--- src/rtl/w5300_receiver.sv ---
// W5300 socket-N receive engine: polls RX size, streams FIFO words to a buffer, issues RECV.
// Optional W5300_RX_DROP_OVERSIZE_EN drains packets larger than the local buffer.
module w5300_receiver #(
    parameter logic [2:0] N = 3'd0,
    parameter int ETH_RX_BUFFER_WIDTH = 16
) (
    input  logic                           clk,
    input  logic                           rst_n,
    input  logic                           rx_en,
    output logic [ETH_RX_BUFFER_WIDTH-1:0] eth_rx_buffer_addr,
    output logic [15:0]                    eth_rx_buffer_data,
    output logic                           eth_rx_buffer_wr,
    output logic [16:0]                    eth_rx_bytes,
    output logic                           rx_done,
    output logic                           rx_overflow,
    output logic [10:0]                    addr,
    output logic [15:0]                    wr_data,
    input  logic [15:0]                    rd_data,
    input  logic                           op_state
);

    localparam logic       OP_RD = 1'b0;
    localparam logic       OP_WR = 1'b1;
    localparam logic [9:0] SN_CR = 10'h002;
    localparam logic [9:0] SN_RX_RSR0 = 10'h028;
    localparam logic [9:0] SN_RX_RSR2 = 10'h02a;
    localparam logic [9:0] SN_RX_FIFOR = 10'h030;
    localparam logic [9:0] IDLE_REG = 10'h3fe;
    localparam logic [15:0] SN_CR_RECV = 16'h0040;

    function automatic logic [9:0] get_socket_n_reg(input logic [9:0] r, input logic [2:0] n);
        return 10'h200 + {1'b0, n, 6'h00} + r;
    endfunction

    typedef enum logic [2:0] {
        IDLE,
        READ_RX_SIZE,
        CHECK_RX_SIZE,
        READ_PKT_INFO,
        READ_FIFO,
        DO_RECV,
        POST_RECV
    } state_t;

    state_t      state;
    logic        op_cnt;
    logic [16:0] rsr;
    logic [16:0] pkt_bytes;
    logic [16:0] words;
    logic [16:0] word_cnt;
    logic        drop;

    logic [16:0] pkt_in;
    logic [16:0] words_in;

    assign pkt_in = {1'b0, rd_data};
    assign words_in = (pkt_in + {16'h0, pkt_in[0]}) >> 1;

`ifdef W5300_RX_DROP_OVERSIZE_EN
    localparam logic [17:0] BUF_WORDS = 18'(1) << ETH_RX_BUFFER_WIDTH;
    logic oversize;
    assign oversize = {1'b0, words_in} > BUF_WORDS;
`else
    assign drop = 1'b0;
    assign rx_overflow = 1'b0;
`endif

    // Write strobe is tied to the completing FIFO read so data is taken straight off the bus.
    assign eth_rx_buffer_wr = (state == READ_FIFO) && op_state && !drop;
    assign eth_rx_buffer_data = eth_rx_buffer_wr ? rd_data : 16'h0;

    always_comb begin
        addr = {OP_RD, IDLE_REG};
        wr_data = 16'h0;
        unique case (state)
            READ_RX_SIZE:
                addr = {OP_RD, get_socket_n_reg(op_cnt ? SN_RX_RSR2 : SN_RX_RSR0, N)};
            READ_PKT_INFO, READ_FIFO:
                addr = {OP_RD, get_socket_n_reg(SN_RX_FIFOR, N)};
            DO_RECV: begin
                addr = {OP_WR, get_socket_n_reg(SN_CR, N)};
                wr_data = SN_CR_RECV;
            end
            default: ;
        endcase
    end

    always_ff @(posedge clk or negedge rst_n) begin
        if (!rst_n) begin
            state <= IDLE;
            op_cnt <= 1'b0;
            rsr <= 17'h0;
            pkt_bytes <= 17'h0;
            words <= 17'h0;
            word_cnt <= 17'h0;
            eth_rx_buffer_addr <= '0;
            eth_rx_bytes <= 17'h0;
            rx_done <= 1'b0;
`ifdef W5300_RX_DROP_OVERSIZE_EN
            drop <= 1'b0;
            rx_overflow <= 1'b0;
`endif
        end else begin
            rx_done <= 1'b0;
            unique case (state)
                IDLE: begin
                    if (rx_en) begin
                        state <= READ_RX_SIZE;
                        op_cnt <= 1'b0;
                        eth_rx_buffer_addr <= '0;
                    end
                end
                READ_RX_SIZE: begin
                    if (op_state) begin
                        if (!op_cnt) begin
                            rsr[16] <= rd_data[0];
                            op_cnt <= 1'b1;
                        end else begin
                            rsr[15:0] <= rd_data;
                            op_cnt <= 1'b0;
                            state <= CHECK_RX_SIZE;
                        end
                    end
                end
                CHECK_RX_SIZE: begin
                    op_cnt <= 1'b0;
                    state <= (rsr == 17'h0) ? IDLE : READ_PKT_INFO;
                end
                READ_PKT_INFO: begin
                    if (op_state) begin
                        pkt_bytes <= pkt_in;
                        words <= words_in;
                        word_cnt <= 17'h0;
`ifdef W5300_RX_DROP_OVERSIZE_EN
                        drop <= oversize;
                        if (oversize) rx_overflow <= 1'b1;
`endif
                        state <= (words_in == 17'h0) ? DO_RECV : READ_FIFO;
                    end
                end
                READ_FIFO: begin
                    if (op_state) begin
                        eth_rx_buffer_addr <= eth_rx_buffer_addr + 1'b1;
                        word_cnt <= word_cnt + 17'd1;
                        if (word_cnt + 17'd1 == words) state <= DO_RECV;
                    end
                end
                DO_RECV: begin
                    if (op_state) begin
                        state <= POST_RECV;
                        rx_done <= 1'b1;
                        eth_rx_bytes <= drop ? 17'h0 : pkt_bytes;
                    end
                end
                POST_RECV: begin
                    eth_rx_buffer_addr <= '0;
`ifdef W5300_RX_DROP_OVERSIZE_EN
                    drop <= 1'b0;
`endif
                    state <= IDLE;
                end
                default: state <= IDLE;
            endcase
        end
    end

endmodule

--- config.mk ---
export PLATFORM = sky130hd
export DESIGN_NAME = w5300_receiver
export DESIGN_NICKNAME = d
export VERILOG_FILES = /design/src/rtl/w5300_receiver.sv
export SDC_FILE = /design/constraint.sdc
export NUM_CORES = 1
export LEC_CHECK = 0
export ABC_CLOCK_PERIOD_IN_PS = 2600
export CORE_ASPECT_RATIO = 2
export CORE_MARGIN = 2
export CORE_UTILIZATION = 35
export CTS_CLUSTER_SIZE = 8
export DETAILED_ROUTE_END_ITERATION = 8
export PLACE_DENSITY = 0.68
export SYNTH_ARGS = -nofsm -noshare
export SYNTH_HDL_FRONTEND = slang
export SYNTH_SLANG_ARGS = --single-unit
--- constraint.sdc ---
create_clock -name clk -period 2.6 [get_ports clk]
set_input_delay 0.26 -clock clk [delete_from_list [all_inputs] [get_ports clk]]
set_output_delay 0.26 -clock clk [all_outputs]
set_load 0.05 [all_outputs]
# [Yosys cells after proc, flatten, opt, wreduce, memory -nomap -nowiden]
# Cells that the tools add are included.
[word_totals] word_cells=71 regBits=103 out_inout_bits=79 inputBits=20
[classes] mux=26 n_bitwise=1 n_eq_ne=14 reduce_logical=16 add_sub_neg=4
[ops] cell="16-bit two-way mux" n=3
[ops] cell="16-bit one-hot mux with 3 select lines" n=1
[ops] cell="17-bit zero test" n=2
[ops] cell="17-bit two-way mux" n=2
[ops] cell="17-bit one-hot mux with 2 select lines" n=1
[ops] cell="11-bit one-hot mux with 3 select lines" n=1
[ops] cell="3-bit two-way mux" n=7
[ops] cell="3-bit one-hot mux with 6 select lines" n=1
[ops] cell="16-bit by 1-bit adder with 17-bit output" n=1
[ops] cell="17-bit by 1-bit adder with 17-bit output (second input constant)" n=1
[ops] cell="17-bit by 16-bit equality test with 1-bit output" n=1
[ops] cell="16-bit by 1-bit adder with 16-bit output (second input constant)" n=1
[ops] cell="3-bit AND reduction" n=5
[ops] cell="2-bit inequality test (second input constant)" n=6
[ops] cell="10-bit by 6-bit adder with 10-bit output (first input constant)" n=1
[ops] cell="3-bit equality test (second input constant)" n=3
[ops] cell="7-bit two-way mux" n=1
[ops] cell="7-bit AND reduction" n=1
[ops] cell="3-bit by 2-bit equality test with 1-bit output (second input constant)" n=2
[ops] cell="1-bit two-way mux" n=6
[ops] cell="3-bit nonzero test" n=2
[ops] cell="2-bit two-way mux" n=2
[ops] cell="2-bit AND reduction" n=2
[ops] cell="3-bit by 1-bit equality test with 1-bit output (second input constant)" n=1
[ops] cell="7 further kinds" n=7

# [Logic depth before layout (Yosys ltp)]
[depth] word_depth=5 ltp_mapped=8 ltp_nobuf=7

# [Worst setup path before layout]
# Ideal clock, no wire load.
[synth_path] path_kind="register to output" startpoint="register state[0]" endpoint="output addr[6]" arrival_time_ps=2363 stages_incl_launch_ff=5 n_path_buf=3 slack_ps=-23 required_time_ps=2340 cell_sequence="dfrtp_1 buf_2 clkbuf_1 o21ai_0 buf_4"
[synth_between] elab_chain_cells=3 elab_cells_between_ends=6 classes_between="eq/ne: 4; mux: 1; reduce/logical: 1"
[synth_rtl] item="from (decl)" line="45" rtl="state_t state;"
[synth_rtl] item="from (signal assigned)" line="127" rtl="state <= (rsr == 17'h0) ? IDLE : READ_PKT_INFO;"
[synth_rtl] item="from (signal assigned)" line="138" rtl="state <= (words_in == 17'h0) ? DO_RECV : READ_FIFO;"
[synth_rtl] item="3-bit equality test or 3-bit by 2-bit equality test with 1-bit output (tied branches)" line="75" rtl="unique case (state)"
[synth_rtl] item="2-bit OR reduction" line="75"
[synth_rtl] item="11-bit one-hot mux with 3 select lines (*)" line="75"
[synth_rtl] item="to (decl)" line="16" rtl="output logic [10:0] addr,"
# Every way passes the cells marked *; elsewhere a longest branch is shown, timed or not.

# [Worst setup path after layout]
[layout_path] startpoint="register state[2]" endpoint="output addr[6]"
# Same word-level chain as after synthesis.

==> flow_summary_export.csv <==
group,metric,value,unit
synthesis,ys_seq_area_frac,0.447,
cts,cts_buffer_depth,2,
cells_and_area,fin_util,0.457,
sta,period_needed,2.42,ns
setup_path,start_kind,"flip-flop",
cells_and_area,n_antenna_cell,0,
global_route,grt_max_degree,51,
drt,first_pass_iters,4,
sta,setup-violations-final,0,
placed_design,globalplace.congestion,0.917,
setup_path,worstPathMaxFanout,14,
power_and_ir_drop,p_leak,3.15,nW
cts,cts_tree,"yes",
drt,viasPerCell,5.15,
floorplan,pin_count,99,
synthesis,yosysWarnings,0,
cells_and_area,drive_gt1_frac,0.205,
global_route,grt_pass1_vias,4645,
placed_design,portBuffers,79,
placed_design,hpwl,11.2,mm
sta,min_period_over_period,0.930,
synthesis,synth_edf_count,0,
floorplan,fp.dieW,94.7,um
power_and_ir_drop,vdd_drop_max,0.551,mV
synthesis,synth.most_common_cell,"dfrtp_1",
sta,timing.final.ws_setup,0.181,ns
synthesis,synth_cell_types,61,
setup_path,end_kind,"output pin",
synthesis,synthArstFlopShare,1.00,
sta,fmax,0.413,GHz
power_and_ir_drop,powerDensity,968,mW/mm^2
job,maxCapViolCount,0,
sta,hold_viol,0,
cts,clk_pin_slew,0.07,ns
global_route,grt_pass1_wl,23.8,mm
drt,drcViolationCount,0,
cts,h-tree-depth,3,
cts,clk_latency,0.36,ns
synthesis,synth_common_cells,"dfrtp_1, nand2_1, o21ai_0, mux2_2, nor2_1",
cts,cts_resized,0,
synthesis,ys_ff_latch,103,
drt,routed_wl,14.6,mm
sta,worst_slew_pin_slew,0.767,ns
cells_and_area,synthToLayoutAreaGrowth,28.3,%
drt,via_count,4570,
placed_design,dpl_worst_slack,0.0873,ns
global_route,gr-total-overflow,0,
cells_and_area,nets,702,
setup_path,path_buf_inv,1,
sta,rsz0062_at_grt,"no",
cts,postCtsSetupBuffers,0,
setup_path,crit_family,"buffers and inverters",
cts,cts_hold_buf,1,
sta,whs,0.438,ns
sta,max-slew-margin-rel,0.488,
drt,drtIter0Drc,236,
global_route,grt_use_total,0.177,
outcome,status,"finished, final reports clean",
sta,finClkSkew,0.00603,ns
floorplan,start_util,0.356,
cts,cts.sinks,103,
cts,cts_made_buffers,9,
floorplan,num_rows,66,
drt,wl_per_cell,16.5,um
synthesis,netlist_area,0.00576,mm^2
cts,cts_root_buffer,"clkbuf_16",
floorplan,die_area,0.0176,mm^2
synthesis,ys_top_cells_by_area,"dfrtp_1, mux2_2, o21ai_0",
setup_path,cpPeakStageDelay,0.87,ns
synthesis,synth.avg_cell_area,9.65,um^2
floorplan,die_y,185,um
synthesis,syn_inst,597,
sta,tns,0,ns
synthesis,synth_largest_area_cell,"dfrtp_1",
synthesis,synth_top_area_frac,0.447,
setup_path,crit_required,2.34,ns
setup_path,path_cells,"nand2_1 -> o21ai_1 -> clkdlybuf4s50_1",
cells_and_area,fillers,1567,
setup_path,crit_slowest_cell,"clkdlybuf4s50_1",
min_path,hold_class,"in -> async",
floorplan,core,0.0162,mm^2
synthesis,ys.flop_type,"dfrtp_1",
setup_path,arrival,2.16,ns
setup_path,critPathKind,"reg -> out",
drt,ant_nets,0,
global_route,antenna_found_initial,0,
sta,final_max_slew_viol_count,0,
layout make-up:
| type | instances | area (um^2) | share of cell area |
|---|---|---|---|
| Sequential cell | 103 | 2580 | 0.349 |
| Clock inverter | 7 | 145 | 0.0196 |
| Timing Repair Buffer | 120 | 1310 | 0.177 |
| Inverter | 16 | 60.1 | 0.00812 |
| Clock buffer | 9 | 225 | 0.0305 |
| Multi-Input combinational cell | 429 | 2820 | 0.382 |
| Tap cell | 204 | 255 | 0.0345 |
cells in the final DEF, fill, tap and decap left out, types with 4 or more instances in the layout:
| cell | synthesis | layout |
|---|---|---|
| dfrtp_1 | 103 | 103 |
| nand2_1 | 58 | 58 |
| clkdlybuf4s50_1 | 0 | 57 |
| o21ai_0 | 53 | 52 |
| mux2_2 | 48 | 48 |
| buf_4 | 29 | 41 |
| nor2_1 | 39 | 39 |
| xnor2_1 | 27 | 27 |
| buf_12 | 0 | 21 |
| conb_1 | 2 | 19 |
| nand3_1 | 18 | 17 |
| xor2_1 | 17 | 17 |
| inv_1 | 16 | 16 |
| and2_1 | 16 | 16 |
| a21oi_1 | 16 | 16 |
| nand4_1 | 15 | 15 |
| nor4_1 | 12 | 12 |
| nor3_1 | 10 | 10 |
| clkbuf_16 | 0 | 9 |
| and3_1 | 8 | 8 |
| a31oi_1 | 6 | 6 |
| nor2b_1 | 5 | 5 |
| or3_1 | 4 | 4 |
| bufinv_16 | 0 | 4 |
cells by family after synthesis:
logic type / count (synthesis) / synth area share
compound gates: 105 / 0.114
xor+xnor: 44 / 0.0669
fa+ha+maj: 3 / 0.00652
buf+inv: 82 / 0.0747
flops: 103 / 0.447
mux: 51 / 0.0990
other cells: 2 / 0.00130
simple gates: 207 / 0.190
report_power, final:
part	total (mW)	switching, mW	internal, mW
Combinational	2.99	1.80	1.20
Clock	1.66	0.616	1.04
Sequential	2.51	0.380	2.13
Total	7.16	2.79	4.37
through the flow:
step | std cells | power [mW] | instance area [um^2]
2_1_floorplan | 614 | 4.58 | 5820
5_1_grt | 888 | 7.53 | 7390
6_report | 888 | 7.16 | 7390
4_1_cts | 888 | 7.22 | 7390
3_5_place_dp | 871 | 5.54 | 7010
3_3_place_gp | 871 | 5.47 | 7010
worst paths after layout:
kind	from	endpoint	slack, ns	depth (start not counted)
max	state[2]$_DFFE_PN0P_	addr[6]	0.18	3
min	rst_n	rx_done$_DFF_PN0_	0.44	2
max reg2reg	word_cnt[0]$_DFFE_PN0P_	state[0]$_DFFE_PN0P_	0.34	7
min reg2reg	rsr[9]$_DFFE_PN0P_	rsr[9]$_DFFE_PN0P_	0.50	2
max in group asynchronous	rst_n	state[1]$_DFFE_PN0P_	1.55	3
min in group clk	rsr[9]$_DFFE_PN0P_	rsr[9]$_DFFE_PN0P_	0.50	2
registers in the layout, summed over array words and instances, names as in the netlist:
register,cells
pkt_bytes,16
state,3
rx_done,1
words,16
rsr,17
word_cnt,17
op_cnt,1
eth_rx_buffer_addr,16
eth_rx_bytes,16
routing by layer:
layer	vias up	share of wire	track usage
li1	2208	-	-
met1	2216	0.34	0.174
met2	108	0.58	0.333
met3	38	0.026	0.0285
met4	0	0.048	0.108
met5	-	0	0
worst reg2reg max path: stages, from the launching register on:
cell and delay (ns):
dfrtp_1 0.43, ha_1 0.31, nand4_1 0.24, nor4_1 0.38, xnor2_1 0.14, a311oi_1 0.26, nand4_1 0.17, a211oi_1 0.26
Note: power is estimated with default switching activity, not from simulation.
